--- config.mk ---
export PLATFORM = sky130hd
export DESIGN_NAME = adder_rr_arbiter_flat
export DESIGN_NICKNAME = d
export VERILOG_FILES = /design/src/rtl/arb_pkg.sv /design/src/rtl/adder_rr_arbiter_if.sv /design/src/rtl/rr_pick.sv /design/src/rtl/adder_rr_arbiter.sv /design/src/flat_wrapper.sv
export SDC_FILE = /design/constraint.sdc
export NUM_CORES = 1
export LEC_CHECK = 0
export BUFFER_PORTS_ARGS = -buffer_cell sky130_fd_sc_hd__buf_2
export CELL_PAD_IN_SITES_DETAIL_PLACEMENT = 1
export CELL_PAD_IN_SITES_GLOBAL_PLACEMENT = 1
export CORE_AREA = 2 2 224 226
export DETAILED_ROUTE_END_ITERATION = 7
export DIE_AREA = 0 0 226 228
export HOLD_SLACK_MARGIN = 0.15
export PLACE_DENSITY_LB_ADDON = 0.08
export SYNTH_ARGS = -nofsm -noshare
export SYNTH_HDL_FRONTEND = slang
export SYNTH_SLANG_ARGS = --single-unit
--- constraint.sdc ---
create_clock -name clk -period 5.2 [get_ports clk]
set_input_delay 1.04 -clock clk [delete_from_list [all_inputs] [get_ports clk]]
set_output_delay 1.04 -clock clk [all_outputs]
set_load 0.01 [all_outputs]
--- src/rtl/arb_pkg.sv ---
// Shared definitions for the round-robin adder arbiter.
//   NREQ    : number of requesters (fixed at 8)
//   IDW     : width of a requester index
//   state_e : sequencer states IDLE / EXEC
//   onehot8 : index -> one-hot grant/ack vector
package arb_pkg;

  localparam int unsigned NREQ = 8;
  localparam int unsigned IDW  = 3;

  typedef enum logic [0:0] {
    IDLE = 1'b0,
    EXEC = 1'b1
  } state_e;

  function automatic logic [NREQ-1:0] onehot8(input logic [IDW-1:0] id);
    logic [NREQ-1:0] v;
    v     = '0;
    v[id] = 1'b1;
    return v;
  endfunction

endpackage

--- src/rtl/adder_rr_arbiter_if.sv ---
// Requester-side bus of the shared adder arbiter.
//   req          : level request per requester
//   op_a, op_b   : flattened operands, slice i = op_x[i*WIDTH +: WIDTH]
//   lock         : keep the pointer on the winner (only with ARB_LOCK_EN)
//   ack          : one-hot completion pulse
//   result       : registered sum, result_id its owner, result_valid its pulse
//   busy         : adder sequencer is executing
// modport master = requester side, modport slave = arbiter side.
interface adder_rr_arbiter_if #(
  parameter int unsigned WIDTH = 32
);
  import arb_pkg::*;

  logic [NREQ-1:0]       req;
  logic [NREQ*WIDTH-1:0] op_a;
  logic [NREQ*WIDTH-1:0] op_b;
`ifdef ARB_LOCK_EN
  logic [NREQ-1:0]       lock;
`endif
  logic [NREQ-1:0]       ack;
  logic [WIDTH-1:0]      result;
  logic [IDW-1:0]        result_id;
  logic                  result_valid;
  logic                  busy;

`ifdef ARB_LOCK_EN
  modport master (
    output req, op_a, op_b, lock,
    input  ack, result, result_id, result_valid, busy
  );
  modport slave (
    input  req, op_a, op_b, lock,
    output ack, result, result_id, result_valid, busy
  );
`else
  modport master (
    output req, op_a, op_b,
    input  ack, result, result_id, result_valid, busy
  );
  modport slave (
    input  req, op_a, op_b,
    output ack, result, result_id, result_valid, busy
  );
`endif

endinterface

--- src/rtl/rr_pick.sv ---
// Combinational round-robin picker.
//   i_eff   : eligible requesters
//   i_ptr   : highest-priority index this round
//   o_valid : at least one requester eligible
//   o_id    : first eligible index scanning ptr, ptr+1, ... (mod 8)
module rr_pick
  import arb_pkg::*;
(
  input  logic [NREQ-1:0] i_eff,
  input  logic [IDW-1:0]  i_ptr,
  output logic            o_valid,
  output logic [IDW-1:0]  o_id
);

  logic [2*NREQ-1:0] w_dbl;
  logic [NREQ-1:0]   w_rot;
  logic [IDW-1:0]    w_off;

  // Rotate right by ptr so the pointer position lands on bit 0.
  assign w_dbl = {i_eff, i_eff} >> i_ptr;
  assign w_rot = w_dbl[NREQ-1:0];

  // Lowest set bit wins: scan downwards so the last hit is the lowest.
  always_comb begin
    w_off = '0;
    for (int i = NREQ - 1; i >= 0; i--) begin
      if (w_rot[i]) w_off = IDW'(i);
    end
  end

  assign o_valid = |i_eff;
  assign o_id    = w_off + i_ptr;  // wraps mod 8 in IDW bits

endmodule

--- src/rtl/adder_rr_arbiter.sv ---
// Round-robin arbiter sharing one WIDTH-bit adder among 8 requesters.
// IDLE picks a requester and captures its operands; EXEC registers the
// sum, owner id and a one-cycle ack/result_valid, then returns to IDLE.
//   clk   : clock
//   rst_n : asynchronous active-low reset
//   bus   : adder_rr_arbiter_if.slave (req/op_a/op_b in, ack/result/... out)
// Optional: define ARB_LOCK_EN to add bus.lock; a locked winner keeps the
// pointer so it wins the next arbitration it takes part in.
module adder_rr_arbiter
  import arb_pkg::*;
#(
  parameter int unsigned WIDTH = 32
) (
  input logic               clk,
  input logic               rst_n,
  adder_rr_arbiter_if.slave bus
);

  state_e           r_state, w_state_nxt;
  logic [IDW-1:0]   r_ptr, w_ptr_nxt;
  logic [IDW-1:0]   r_gnt_id, w_gnt_id_nxt;
  logic [WIDTH-1:0] r_a, w_a_nxt;
  logic [WIDTH-1:0] r_b, w_b_nxt;
  logic [NREQ-1:0]  r_ack, w_ack_nxt;
  logic [WIDTH-1:0] r_result, w_result_nxt;
  logic [IDW-1:0]   r_result_id, w_result_id_nxt;
  logic             r_result_valid, w_result_valid_nxt;

  logic [NREQ-1:0]  w_eff;
  logic             w_pick_valid;
  logic [IDW-1:0]   w_pick_id;

  // The requester acked this cycle may still hold req; keep it out.
  assign w_eff = bus.req & ~r_ack;

  rr_pick u_pick (
    .i_eff   (w_eff),
    .i_ptr   (r_ptr),
    .o_valid (w_pick_valid),
    .o_id    (w_pick_id)
  );

  always_comb begin
    w_state_nxt        = r_state;
    w_ptr_nxt          = r_ptr;
    w_gnt_id_nxt       = r_gnt_id;
    w_a_nxt            = r_a;
    w_b_nxt            = r_b;
    w_ack_nxt          = '0;
    w_result_nxt       = r_result;
    w_result_id_nxt    = r_result_id;
    w_result_valid_nxt = 1'b0;
    unique case (r_state)
      IDLE: begin
        if (w_pick_valid) begin
          w_gnt_id_nxt = w_pick_id;
          w_a_nxt      = bus.op_a[w_pick_id*WIDTH +: WIDTH];
          w_b_nxt      = bus.op_b[w_pick_id*WIDTH +: WIDTH];
          w_state_nxt  = EXEC;
        end
      end
      EXEC: begin
        w_result_nxt       = r_a + r_b;  // carry-out dropped
        w_result_id_nxt    = r_gnt_id;
        w_result_valid_nxt = 1'b1;
        w_ack_nxt          = onehot8(r_gnt_id);
        w_ptr_nxt          = r_gnt_id + IDW'(1);
`ifdef ARB_LOCK_EN
        if (bus.lock[r_gnt_id]) w_ptr_nxt = r_gnt_id;
`endif
        w_state_nxt        = IDLE;
      end
      default: w_state_nxt = IDLE;
    endcase
  end

  always_ff @(posedge clk or negedge rst_n) begin
    if (!rst_n) begin
      r_state        <= IDLE;
      r_ptr          <= '0;
      r_gnt_id       <= '0;
      r_a            <= '0;
      r_b            <= '0;
      r_ack          <= '0;
      r_result       <= '0;
      r_result_id    <= '0;
      r_result_valid <= 1'b0;
    end else begin
      r_state        <= w_state_nxt;
      r_ptr          <= w_ptr_nxt;
      r_gnt_id       <= w_gnt_id_nxt;
      r_a            <= w_a_nxt;
      r_b            <= w_b_nxt;
      r_ack          <= w_ack_nxt;
      r_result       <= w_result_nxt;
      r_result_id    <= w_result_id_nxt;
      r_result_valid <= w_result_valid_nxt;
    end
  end

  assign bus.ack          = r_ack;
  assign bus.result       = r_result;
  assign bus.result_id    = r_result_id;
  assign bus.result_valid = r_result_valid;
  assign bus.busy         = (r_state == EXEC);

endmodule

--- src/flat_wrapper.sv ---
// flat-port wrapper written by rule: the top's interface ports become plain ports
module adder_rr_arbiter_flat import arb_pkg::*;
#(
  parameter int unsigned WIDTH = 32
)
  (clk, rst_n, bus_req, bus_op_a, bus_op_b, bus_ack, bus_result, bus_result_id, bus_result_valid, bus_busy);
  adder_rr_arbiter_if #(.WIDTH(WIDTH)) bus_i ();
  input logic clk;
  input logic rst_n;
  input wire logic [$bits(bus_i.req)-1:0] bus_req;
  input wire logic [$bits(bus_i.op_a)-1:0] bus_op_a;
  input wire logic [$bits(bus_i.op_b)-1:0] bus_op_b;
  output wire logic [$bits(bus_i.ack)-1:0] bus_ack;
  output wire logic [$bits(bus_i.result)-1:0] bus_result;
  output wire logic [$bits(bus_i.result_id)-1:0] bus_result_id;
  output wire logic [$bits(bus_i.result_valid)-1:0] bus_result_valid;
  output wire logic [$bits(bus_i.busy)-1:0] bus_busy;
  assign bus_i.req = bus_req;
  assign bus_i.op_a = bus_op_a;
  assign bus_i.op_b = bus_op_b;
  assign bus_ack = bus_i.ack;
  assign bus_result = bus_i.result;
  assign bus_result_id = bus_i.result_id;
  assign bus_result_valid = bus_i.result_valid;
  assign bus_busy = bus_i.busy;
  adder_rr_arbiter #(.WIDTH(WIDTH)) u_core (.clk(clk), .rst_n(rst_n), .bus(bus_i));
endmodule
; After elaboration in Yosys (flattened, before gate mapping)
; Index checks and enable logic that the tools add are counted.
[classes]
add_sub_neg = 3
multipliers = 0
n_div = 0
order_cmp = 2
eq_ne = 0
shift = 3
n_mux = 14
n_bitwise = 3
reduce_logical = 3
[ops]
columns = operator, count
row1 = indexed part select 256 x 9 -> 32 bit, 2
row2 = adder 32 bit, 1
row3 = 2-to-1 mux 3 bit, 8
row4 = >> shifter 16 x 3 -> 8 bit, 1
row5 = bitwise AND 8 bit, 1
row6 = 2-to-1 mux 8 bit, 1
row7 = NOT 8 bit, 1
row8 = OR reduction 8 bit, 1
row9 = "< comparator 3 x 4 -> 1 bit, second input constant", 1
row10 = "adder 3 x 1 -> 3 bit, second input constant", 1
row11 = adder 3 bit, 1
row12 = demux 1 bit (select 3 bit), 1
row13 = "greater-or-equal comparator 3 x 1 -> 1 bit, second input constant", 1
row14 = 2-to-1 mux 1 bit, 3
row15 = one-hot mux 1 bit (2 select lines), 1
row16 = AND reduction 2 bit, 1
row17 = logical AND 1 bit, 1
row18 = NOT 1 bit, 1
[word_totals]
regBits = 115
latchBits = 0
mem_bits_rw = 0
romBits = 0
input_bits = 522
mem_count = 0

; Longest topological paths before layout
; Gate-level depths: netlist (run 1).
[depth]
depth_word = 13
ltp_mapped = 16
ltp_nobuf = 13

; Cells and area by module
; A second synthesis (run 1) with hierarchy kept.
[hier_totals]
cells_unflattened = 864
hier_area_um2 = 10121.0
[modules_own_cells]
columns = mod, instances, cells_per_inst, area_per_inst_um2, seq_area_each_um2
row1 = adder_rr_arbiter, 1, 814, 9601.7, 2877.8
row2 = rr_pick, 1, 50, 519.2, 0.0

; Worst setup path before layout (run 1)
; No wires, ideal clock.
[synth_timing]
kind = input to register
from = input bus_req[3]
to = register u_core.r_b[15]
setup_time_ns = 0.137
t_arrival_ns = 4.200
setup_slack_ns = 0.863
stages = 14
path_buffers = 2
path_cell_list = nor2b_1 > mux4_2 > mux2_2 > a21oi_1 > o21ai_1 > nand2_1 > a31oi_1 > ha_1 > fa_1 > buf_1 > clkbuf_1 > mux4_2 > mux2i_1 > a21oi_1
[synth_via]
elab_chain_len = 12
[synth_lines]
columns = element, line
row1 = from (decl), flat_wrapper.sv:10  ; input wire logic [$bits(bus_i.req)-1:0] bus_req;
row2 = bitwise AND 8 bit (*), adder_rr_arbiter.sv:34  ; assign w_eff = bus.req & ~r_ack;
row3 = >> shifter 16 x 3 -> 8 bit (*), rr_pick.sv:20  ; assign w_dbl = {i_eff, i_eff} >> i_ptr;
row4 = 2-to-1 mux 3 bit (7 in series), rr_pick.sv:27  ; if (w_rot[i]) w_off = IDW'(i);
row5 = 2-to-1 mux 3 bit (*), rr_pick.sv:27
row6 = adder 3 bit (*), rr_pick.sv:32  ; assign o_id = w_off + i_ptr;
row7 = named net u_core.u_pick.o_id[1], rr_pick.sv:12  ; output logic [IDW-1:0] o_id
row8 = indexed part select 256 x 9 -> 32 bit (*), adder_rr_arbiter.sv:58  ; w_b_nxt = bus.op_b[w_pick_id*WIDTH +: WIDTH];
row9 = to (signal assigned), adder_rr_arbiter.sv:93  ; r_b <= w_b_nxt;
row10 = to (decl), adder_rr_arbiter.sv:23  ; logic [WIDTH-1:0] r_b, w_b_nxt;
; Mark *: on every way through the listed nets, which the timed path passes. The rest lies on a longest branch.
; A chain may end at the register's enable or synchronous reset.

; Worst setup path after layout (run 1)
[layout_timing]
from = input bus_req[3]
to = register u_core.r_a[17]
[layout_via]
elab_chain_len = 12
[layout_lines]
columns = element, line
row1 = bitwise AND 8 bit (*), adder_rr_arbiter.sv:34
row2 = >> shifter 16 x 3 -> 8 bit (*), rr_pick.sv:20
row3 = 2-to-1 mux 3 bit (7 in series), rr_pick.sv:27
row4 = 2-to-1 mux 3 bit (*), rr_pick.sv:27
row5 = adder 3 bit (*), rr_pick.sv:32
row6 = named net u_core.u_pick.o_id[1], rr_pick.sv:12
row7 = indexed part select 256 x 9 -> 32 bit (*), adder_rr_arbiter.sv:57  ; w_a_nxt = bus.op_a[w_pick_id*WIDTH +: WIDTH];
row8 = to (signal assigned), adder_rr_arbiter.sv:92  ; r_a <= w_a_nxt;
row9 = to (decl), adder_rr_arbiter.sv:22  ; logic [WIDTH-1:0] r_a, w_a_nxt;
; Marks and branches as above.

==> results.toml, run 1 <==
[timing]
slew_headroom = 0.481
final.setup_skew_ns = 0.0134
timing.final.max_slew_violations = 0
fmax_ghz = 0.222
final.min_clock_period_ns = 4.51
tightest_slew_ns = 0.771
setup_viol = 0
finalHoldViolCount = 0
finalSetupTns_ns = 0
finalCritPeriodShare = 0.867
rsz0062_at_grt = "false"

[floorplanning]
core.rowCount = 82
die_w_um = 226
start_util = 0.202
core_sq_um = 49300
die_h_um = 228
ios = 567
die-area_sq_um = 51500

[min_path]
hold_start = "u_core.bus.result[4]$_DFFE_PN0P_"
whs_endpoint = "u_core.bus.result[4]$_DFFE_PN0P_"
hold_path_class = "reg2reg"
hold_path_depth = 1

[logic_synthesis]
synth_nets = 1429
synth_area_leaders = "mux4_2 (31%), dfrtp_1 (29%), mux2i_1 (7.1%)"
synth_top_cell_by_area = "mux4_2"
ys_ff_latch = 115
yosysTopAreaCellShare = 0.307
syn_avg_cell_area_sq_um = 11.4
synth_xor_xnor_area_share = 0.0131
ys_warn_count = 0
synth-async-reset-ratio = 1.00
synthSimpleGateAreaFrac = 0.0959
synth_enable_flop_cells = 0
synth-adder-area-share = 0.0454
ys.flop_type = "dfrtp_1"
netlist-cell-type-count = 64
syn-cell-area_sq_um = 9970
syn_inst = 872
synth_top_family_by_area = "multiplexers"
yosysSeqAreaShare = 0.289
synth_compound_area_frac = 0.118
synthMuxAreaShare = 0.397

[cells_and_area]
syn2layout_area_growth_pct = 42.7
drive_gt1_frac = 0.548
final_nets = 1978
fillers = 5712

[critical_path]
reg2reg_to = "u_core.r_a[17]$_DFFE_PN0P_"
r2r_cells = 12
crit_arrival_ns = 4.79
cp-end-kind = "flip-flop"
worst_setup_path_start_kind = "input pin"
path_class = "in2reg"
path_max_fanout = 60
rrSetupSlack_ns = 0.71
cp_data_required_time_ns = 5.48
r2r-start = "u_core.r_ptr[0]$_DFFE_PN0P_"

[place]
portBuffers = 566
gp_congestion = 0.849
hpwl_um = 39700

[clock_network]
clk_latency_ns = 0.44
cts_setup_buffers = 0
cts.sinks = 115
cts_tree = "done"
clockBufferDepth = 2
htreeDepth = 4
cts_buffers = 17
hold_buffers = 0
cts.clk_slew.worst_paths_ns = 0.06
cts-root-buf = "clkbuf_16"
cts_resized = 0

[drt]
drt-vias-per-instance = 4.61
vias = 9765
wl_per_cell_um = 22.5
wl_um = 47600
ant_nets = 0
first_pass_iters = 5
drc = 0
drtIter0Drc = 441

[global_routing]
grt_pass1_wl_um = 70600
antenna_found_initial = 17
grtUsageTotal = 0.186
grt_max_degree = 70
grt_pass1_vias = 11000
grt_overflow = 0

[job]
drv_cap = 0

[status]
outcome = "finished, final reports clean"
==> flip-flops by register name (all words and copies together), names as in the netlist <==
name and flops:
u_core.bus.ack 8, u_core.bus.busy 1, u_core.bus.result 32, u_core.bus.result_id 3, u_core.bus.result_valid 1, u_core.r_a 32
u_core.r_b 32, u_core.r_gnt_id 3, u_core.r_ptr 3
==> critical path, cell delays in order <==
cell,delay [ns]
buf_2,0.09
nor2b_1,0.18
mux4_2,0.50
mux2_2,0.30
a21oi_1,0.12
o21ai_1,0.07
nand2_1,0.08
a31oi_1,0.13
ha_4,0.19
fa_4,0.84
buf_12,0.28
mux4_2,0.37
mux2i_1,0.36
a21oi_1,0.12
==> metal layers <==
layer | share of wire | routed length, um | global-route usage | vias to the layer above
li1 | - | - | - | 4535
met1 | 0.43 | 20500 | 0.234 | 4876
met2 | 0.49 | 23500 | 0.312 | 303
met3 | 0.062 | 2940 | 0.0523 | 41
met4 | 0.013 | 619 | 0.0482 | 10
met5 | 0.0013 | 61 | 0 | -
==> through the flow <==
stage,hold WS (ns),std cells,setup slack [ns],utilization,instance area (sq um)
global placement,0.461,2074,0.191,0.277,13600
global route,0.488,2114,0.460,0.288,14200
floorplan,0.433,872,0.863,-,9970
finish,0.473,2116,0.694,0.288,14200
CTS,0.477,2105,0.622,0.288,14200
detailed placement,0.464,2074,0.217,0.277,13600
==> placed cells by master (no fill, tap or decap), types with 3 or more instances in the layout <==
cell type / n
nand3_1: 13
buf_12: 7
xnor2_1: 8
dfrtp_1: 114
o211ai_1: 6
o21ai_1: 13
nand4_1: 3
a21oi_1: 93
inv_1: 17
o21ai_0: 13
nand2b_1: 3
diode_2: 11
nor2b_1: 12
buf_4: 22
clkinv_2: 7
a31oi_1: 5
a21boi_1: 5
nor4_1: 6
mux2_2: 14
nor2_1: 95
buf_2: 565
clkbuf_16: 17
o2111ai_1: 6
nand2_1: 36
nor3_1: 17
a211oi_1: 5
mux2i_1: 71
or3_1: 9
ha_1: 32
clkinvlp_4: 3
o31ai_1: 11
o21a_1: 11
a21o_1: 10
mux4_2: 136
xor2_1: 5
==> area by class of cell <==
cell class                      count  area, sq um  share of cell area
Tap cell                          672          841              0.0591
Sequential cell                   115         2880               0.202
Antenna cell                       11         27.5             0.00194
Multi-Input combinational cell    673         6710               0.472
Clock inverter                     11         87.6             0.00616
Clock buffer                       20          457              0.0321
Inverter                           19         76.3             0.00537
Timing Repair Buffer              595         3140               0.221
==> kinds of logic (layout without fill, tap and decap cells) <==
family | count (synthesis) | count (layout)
adder cells (fa/ha/maj) | 35 | 35
flip-flops | 115 | 115
other | 0 | 11
buffers and inverters | 84 | 645
XOR/XNOR | 14 | 14
AO/OA/AOI/OAI | 193 | 193
AND/OR/NAND/NOR | 208 | 208
multiplexers | 223 | 223
==> worst max path at each step <==
stage                           startpoint                          to  slack [ns]
6_report                        bus_req[3]  u_core.r_a[17]$_DFFE_PN0P_        0.69
5_1_grt        u_core.r_ptr[0]$_DFFE_PN0P_  u_core.r_a[17]$_DFFE_PN0P_        0.46
4_1_cts        u_core.r_ptr[0]$_DFFE_PN0P_  u_core.r_a[17]$_DFFE_PN0P_        0.62
3_5_place_dp                    bus_req[2]  u_core.r_a[17]$_DFFE_PN0P_        0.22
3_3_place_gp                    bus_req[7]  u_core.r_a[17]$_DFFE_PN0P_        0.19
2_1_floorplan                   bus_req[3]  u_core.r_b[15]$_DFFE_PN0P_        0.86
==> cells in the mapped netlist, drive strengths merged (3+ instances only) <==
master	count
nor2	96
clkbuf	48
a21oi	94
o21ai	26
o2111ai	6
mux2i	71
buf	17
ha	33
nand2b	3
o21a	11
or3	9
a31oi	5
nand4	3
o211ai	6
dfrtp	115
nor4	6
mux2	16
xnor2	9
a211oi	6
nor2b	12
xor2	5
a21boi	5
mux4	136
nand3	13
o31ai	11
nor3	17
inv	19
nand2	36
a21o	10
Power of run 1 is left out: the tool's default activity adds up to more than one toggle a clock period on the data nets, which glitch-free logic cannot reach.
==> inputs of run 2 (changes only) <==
==> constraint.sdc (replaced) <==
create_clock -name clk -period 4.7 [get_ports clk]
set_input_delay 0.94 -clock clk [delete_from_list [all_inputs] [get_ports clk]]
set_output_delay 0.94 -clock clk [all_outputs]
set_load 0.01 [all_outputs]
==> run 2 against run 1 <==
Cell count increased by 0.66%. Sequential share of layout area decreased by 0.46 points. Critical path type unchanged. Register-to-register slack got worse by 0.32 ns. Clock skew increased by 0.0030 ns. Critical endpoint unchanged.
==> results.toml, run 2 (synthesis results as in run 1) <==
[status]
outcome = "finished, final reports clean"

[global_routing]
grt_pass1_wl_um = 69900
grt_max_degree = 95
antenna_found_initial = 13
grt_overflow = 0
grt_pass1_vias = 10900
grtUsageTotal = 0.183

[floorplanning]
ios = 567
die_w_um = 226
core_sq_um = 49300
die_h_um = 228
start_util = 0.202
die-area_sq_um = 51500
core.rowCount = 82

[timing]
rsz0062_at_grt = "false"
hold_slack_ns = 0.475
finalHoldViolCount = 0
slew_headroom = 0.223
timing.final.max_slew_violations = 0
setup_viol = 0
tightest_slew_ns = 1.16
finalCritPeriodShare = 0.925
finalSetupTns_ns = 0
final.setup_skew_ns = 0.0164
final.min_clock_period_ns = 4.35
fmax_ghz = 0.230

[critical_path]
rrSetupSlack_ns = 0.39
cp-end-kind = "flip-flop"
path_max_fanout = 14
r2r-start = "u_core.r_ptr[0]$_DFFE_PN0P_"
cpPeakStageDelay_ns = 0.66
crit_arrival_ns = 4.64
worst_setup_path_start_kind = "input pin"
crit_slowest_cell = "fa_4"
path_class = "in2reg"
cp_data_required_time_ns = 5.00
r2r_cells = 13
worstPathCellList = "buf_2, nor2b_1, buf_4, mux4_2, mux2_2, o21ai_1, nand2_1, a31oi_1, ha_4, fa_4, buf_4, buf_12, mux4_2, mux2i_1, a21oi_1"
reg2reg_to = "u_core.r_a[17]$_DFFE_PN0P_"

[drt]
wl_per_cell_um = 22.1
drt-vias-per-instance = 4.59
drc = 0
drtIter0Drc = 474
ant_nets = 0
wl_um = 47000
vias = 9787
first_pass_iters = 4

[place]
gp_congestion = 0.870
place_inst = 2095
hpwl_um = 39500
portBuffers = 566

[clock_network]
cts.sinks = 115
htreeDepth = 4
cts_tree = "done"
cts.clk_slew.worst_paths_ns = 0.06
cts_resized = 0
cts_setup_buffers = 0
cts_buffers = 17
clk_latency_ns = 0.43
hold_buffers = 0
cts-root-buf = "clkbuf_16"
clockBufferDepth = 2

[cells_and_area]
syn2layout_area_growth_pct = 46.0
final_nets = 1999
drive_gt1_frac = 0.555
stdcell_count = 2130
final_cell_mix = "buf_2 (565), mux4_2 (136), dfrtp_1 (114), nor2_1 (95), a21oi_1 (93)"
fin_util = 0.295
final_common_cell = "buf_2"

[min_path]
hold_path_class = "in2async"

[job]
drv_cap = 0
run 2: cell count changes in the layout (fill, tap and decap cells not counted):
cell	delta
buf_12	+9
buf_4	+12
bufinv_16	+2
clkbuf_8	+3
clkinv_2	-3
clkinvlp_4	-1
diode_2	-8
run 2: how the worst max path moves through the flow:
| stage | from | end | cells past startpoint |
|---|---|---|---|
| final | bus_req[3] | u_core.r_a[17]$_DFFE_PN0P_ | 15 |
| after global routing | u_core.r_ptr[0]$_DFFE_PN0P_ | u_core.r_a[17]$_DFFE_PN0P_ | 13 |
| after CTS | u_core.r_ptr[0]$_DFFE_PN0P_ | u_core.r_a[17]$_DFFE_PN0P_ | 13 |
| after detailed placement | bus_req[2] | u_core.r_a[17]$_DFFE_PN0P_ | 15 |
| after global placement | bus_req[3] | u_core.r_a[17]$_DFFE_PN0P_ | 15 |
| after floorplan | bus_req[3] | u_core.r_b[15]$_DFFE_PN0P_ | 14 |
run 2: routing by layer:
metal	global-route usage	vias to the layer above	wire [um]
met4	0.0288	16	304
li1	-	4582	-
met3	0.0450	34	2760
met5	0	-	115
met2	0.318	289	23700
met1	0.233	4866	20100
run 2: critical path: cells and delay by family:
family | cells | cell delay, ns
adder cells (fa/ha/maj) | 2 | 0.84
AO/OA/AOI/OAI | 3 | 0.52
multiplexers | 4 | 1.40
AND/OR/NAND/NOR | 2 | 0.27
buffers and inverters | 4 | 0.66
run 2: area by class of cell:
class	count	area [sq um]
Fill cell	5706	34800
Multi-Input combinational cell	673	6710
Timing Repair Buffer	616	3410
Sequential cell	115	2880
Tap cell	672	841
Clock buffer	23	498
Clock inverter	9	125
Inverter	19	76.3
Antenna cell	3	7.51
run 2: per-stage QoR:
stage | setup slack, ns | cell area [sq um]
3_3_place_gp | -0.126 | 13900
3_5_place_dp | -0.141 | 13900
2_1_floorplan | 0.463 | 9970
5_1_grt | 0.167 | 14500
6_report | 0.351 | 14500
4_1_cts | 0.294 | 14500
Power of run 2 is left out for the same reason.
==> inputs of run 3 (changes only) <==
--- a/config.mk
+++ b/config.mk
@@ -9,10 +9,12 @@
 export CELL_PAD_IN_SITES_DETAIL_PLACEMENT = 1
 export CELL_PAD_IN_SITES_GLOBAL_PLACEMENT = 1
 export CORE_AREA = 2 2 224 226
+export CTS_CLUSTER_SIZE = 28
 export DETAILED_ROUTE_END_ITERATION = 7
 export DIE_AREA = 0 0 226 228
 export HOLD_SLACK_MARGIN = 0.15
 export PLACE_DENSITY_LB_ADDON = 0.08
+export REMOVE_ABC_BUFFERS = 1
 export SYNTH_ARGS = -nofsm -noshare
 export SYNTH_HDL_FRONTEND = slang
 export SYNTH_SLANG_ARGS = --single-unit
==> run 3 against run 2 <==
Fmax grew 1.6%. First-iteration DRC count shrank 28%. Design area shrank 0.89%. Via count shrank 1.8%. Critical path depth shrank 1. Worst setup slack gained 0.070 ns. Worst hold slack gained 0.0032 ns. Die area is the same. Non-clock buffer count shrank 4.
==> results.toml, run 3 (synthesis results as in run 1) <==
[status]
outcome = "finished, final reports clean"

[critical_path]
path_max_fanout = 19
worst_setup_path_start_kind = "flip-flop"
cp_data_required_time_ns = 4.98
crit_slowest_cell = "dfrtp_1"
path_class = "reg2reg"
worstPathCellList = "mux4_2, mux2i_1, a21oi_1, o21ai_1, nand2_1, a31oi_1, ha_4, fa_4, buf_12, buf_12, buf_4, mux4_2, mux2i_1, a21oi_1"
crit_arrival_ns = 4.56
cpPeakStageDelay_ns = 0.72
cp-end-kind = "flip-flop"

[timing]
slew_headroom = 0.404
setup_viol = 0
timing.final.ws_setup_ns = 0.421
final.setup_skew_ns = 0.00952
timing.final.max_slew_violations = 0
tightest_slew_ns = 0.893
hold_slack_ns = 0.478
finalCritPeriodShare = 0.910
finalHoldViolCount = 0
fmax_ghz = 0.234
final.min_clock_period_ns = 4.28
rsz0062_at_grt = "false"

[floorplanning]
die_w_um = 226
die-area_sq_um = 51500
start_util = 0.202
die_h_um = 228
ios = 567
core_sq_um = 49300
core.rowCount = 82

[drt]
first_pass_iters = 4
drt-vias-per-instance = 4.53
drtIter0Drc = 342
wl_um = 40100
drc = 0
ant_nets = 0
wl_per_cell_um = 18.9
vias = 9614

[clock_network]
clk_latency_ns = 0.43
htreeDepth = 4
hold_buffers = 0
cts_buffers = 17
cts_tree = "done"
cts.clk_slew.worst_paths_ns = 0.06
cts_setup_buffers = 0
cts.sinks = 115
cts-root-buf = "clkbuf_16"
clockBufferDepth = 2
cts_resized = 0

[cells_and_area]
final_nets = 1995
syn2layout_area_growth_pct = 44.7
fin_area_sq_um = 14400
stdcell_count = 2124
final_common_cell = "buf_2"
drive_gt1_frac = 0.553
final_cell_mix = "buf_2 (565), mux4_2 (136), dfrtp_1 (114), nor2_1 (95), a21oi_1 (93)"

[global_routing]
grt_overflow = 0
grt_pass1_vias = 10900
grtUsageTotal = 0.158
antenna_found_initial = 4
grt_max_degree = 83
grt_pass1_wl_um = 62400

[place]
place_inst = 2091
gp_congestion = 0.770
place_area_sq_um = 13800
hpwl_um = 33200
dpl_worst_slack_ns = 0.0229
portBuffers = 566

[min_path]
hold_path_class = "reg2reg"

[job]
drv_cap = 0
## run 3: through the flow
| stage | TNS, ns | utilization |
|---|---|---|
| final | 0 | 0.292 |
| after global routing | 0 | 0.292 |
| after CTS | 0 | 0.292 |
| after detailed placement | 0 | 0.280 |
| after global placement | 0 | 0.280 |
| after floorplan | -236.69 | - |
## run 3: worst paths after layout
path,startpoint,to,slack (ns),depth (start not counted)
min in group asynchronous,rst_n,u_core.r_b[2]$_DFFE_PN0P_,0.57,1
setup reg to reg,u_core.r_ptr[0]$_DFFE_PN0P_,u_core.r_a[18]$_DFFE_PN0P_,0.42,14
max in group asynchronous,rst_n,u_core.bus.busy$_DFF_PN0_,3.28,2
hold reg to reg,u_core.bus.result[25]$_DFFE_PN0P_,u_core.bus.result[25]$_DFFE_PN0P_,0.48,1
setup / recovery,u_core.r_ptr[0]$_DFFE_PN0P_,u_core.r_a[18]$_DFFE_PN0P_,0.42,14
hold / removal,u_core.bus.result[25]$_DFFE_PN0P_,u_core.bus.result[25]$_DFFE_PN0P_,0.48,1
## run 3: final cells by class
class | count | area [sq um]
multi-input combinational | 673 | 6710
clock inverter | 9 | 103
timing repair buffer | 612 | 3320
clock buffer | 23 | 488
sequential | 115 | 2880
antenna | 1 | 2.50
fill | 5705 | 34900
tap | 672 | 841
inverter | 19 | 76.3
## run 3: worst max-delay path, delay by kind of cell (launching register included)
family / cells / cell delay [ns]
muxes: 4 / 1.36
adders and majority gates: 2 / 0.87
DFF: 1 / 0.72
AOI/OAI and AO/OA: 4 / 0.58
buffers and inverters: 3 / 0.50
and+or+nand+nor: 1 / 0.06
## run 3: per-layer routing
| layer | up-vias | wire (um) | track usage |
|---|---|---|---|
| met5 | - | 35 | 0 |
| met4 | 6 | 552 | 0.0408 |
| met3 | 33 | 2230 | 0.0336 |
| met2 | 278 | 20400 | 0.278 |
| met1 | 4741 | 16800 | 0.194 |
| li1 | 4556 | - | - |
Power of run 3 is left out for the same reason.
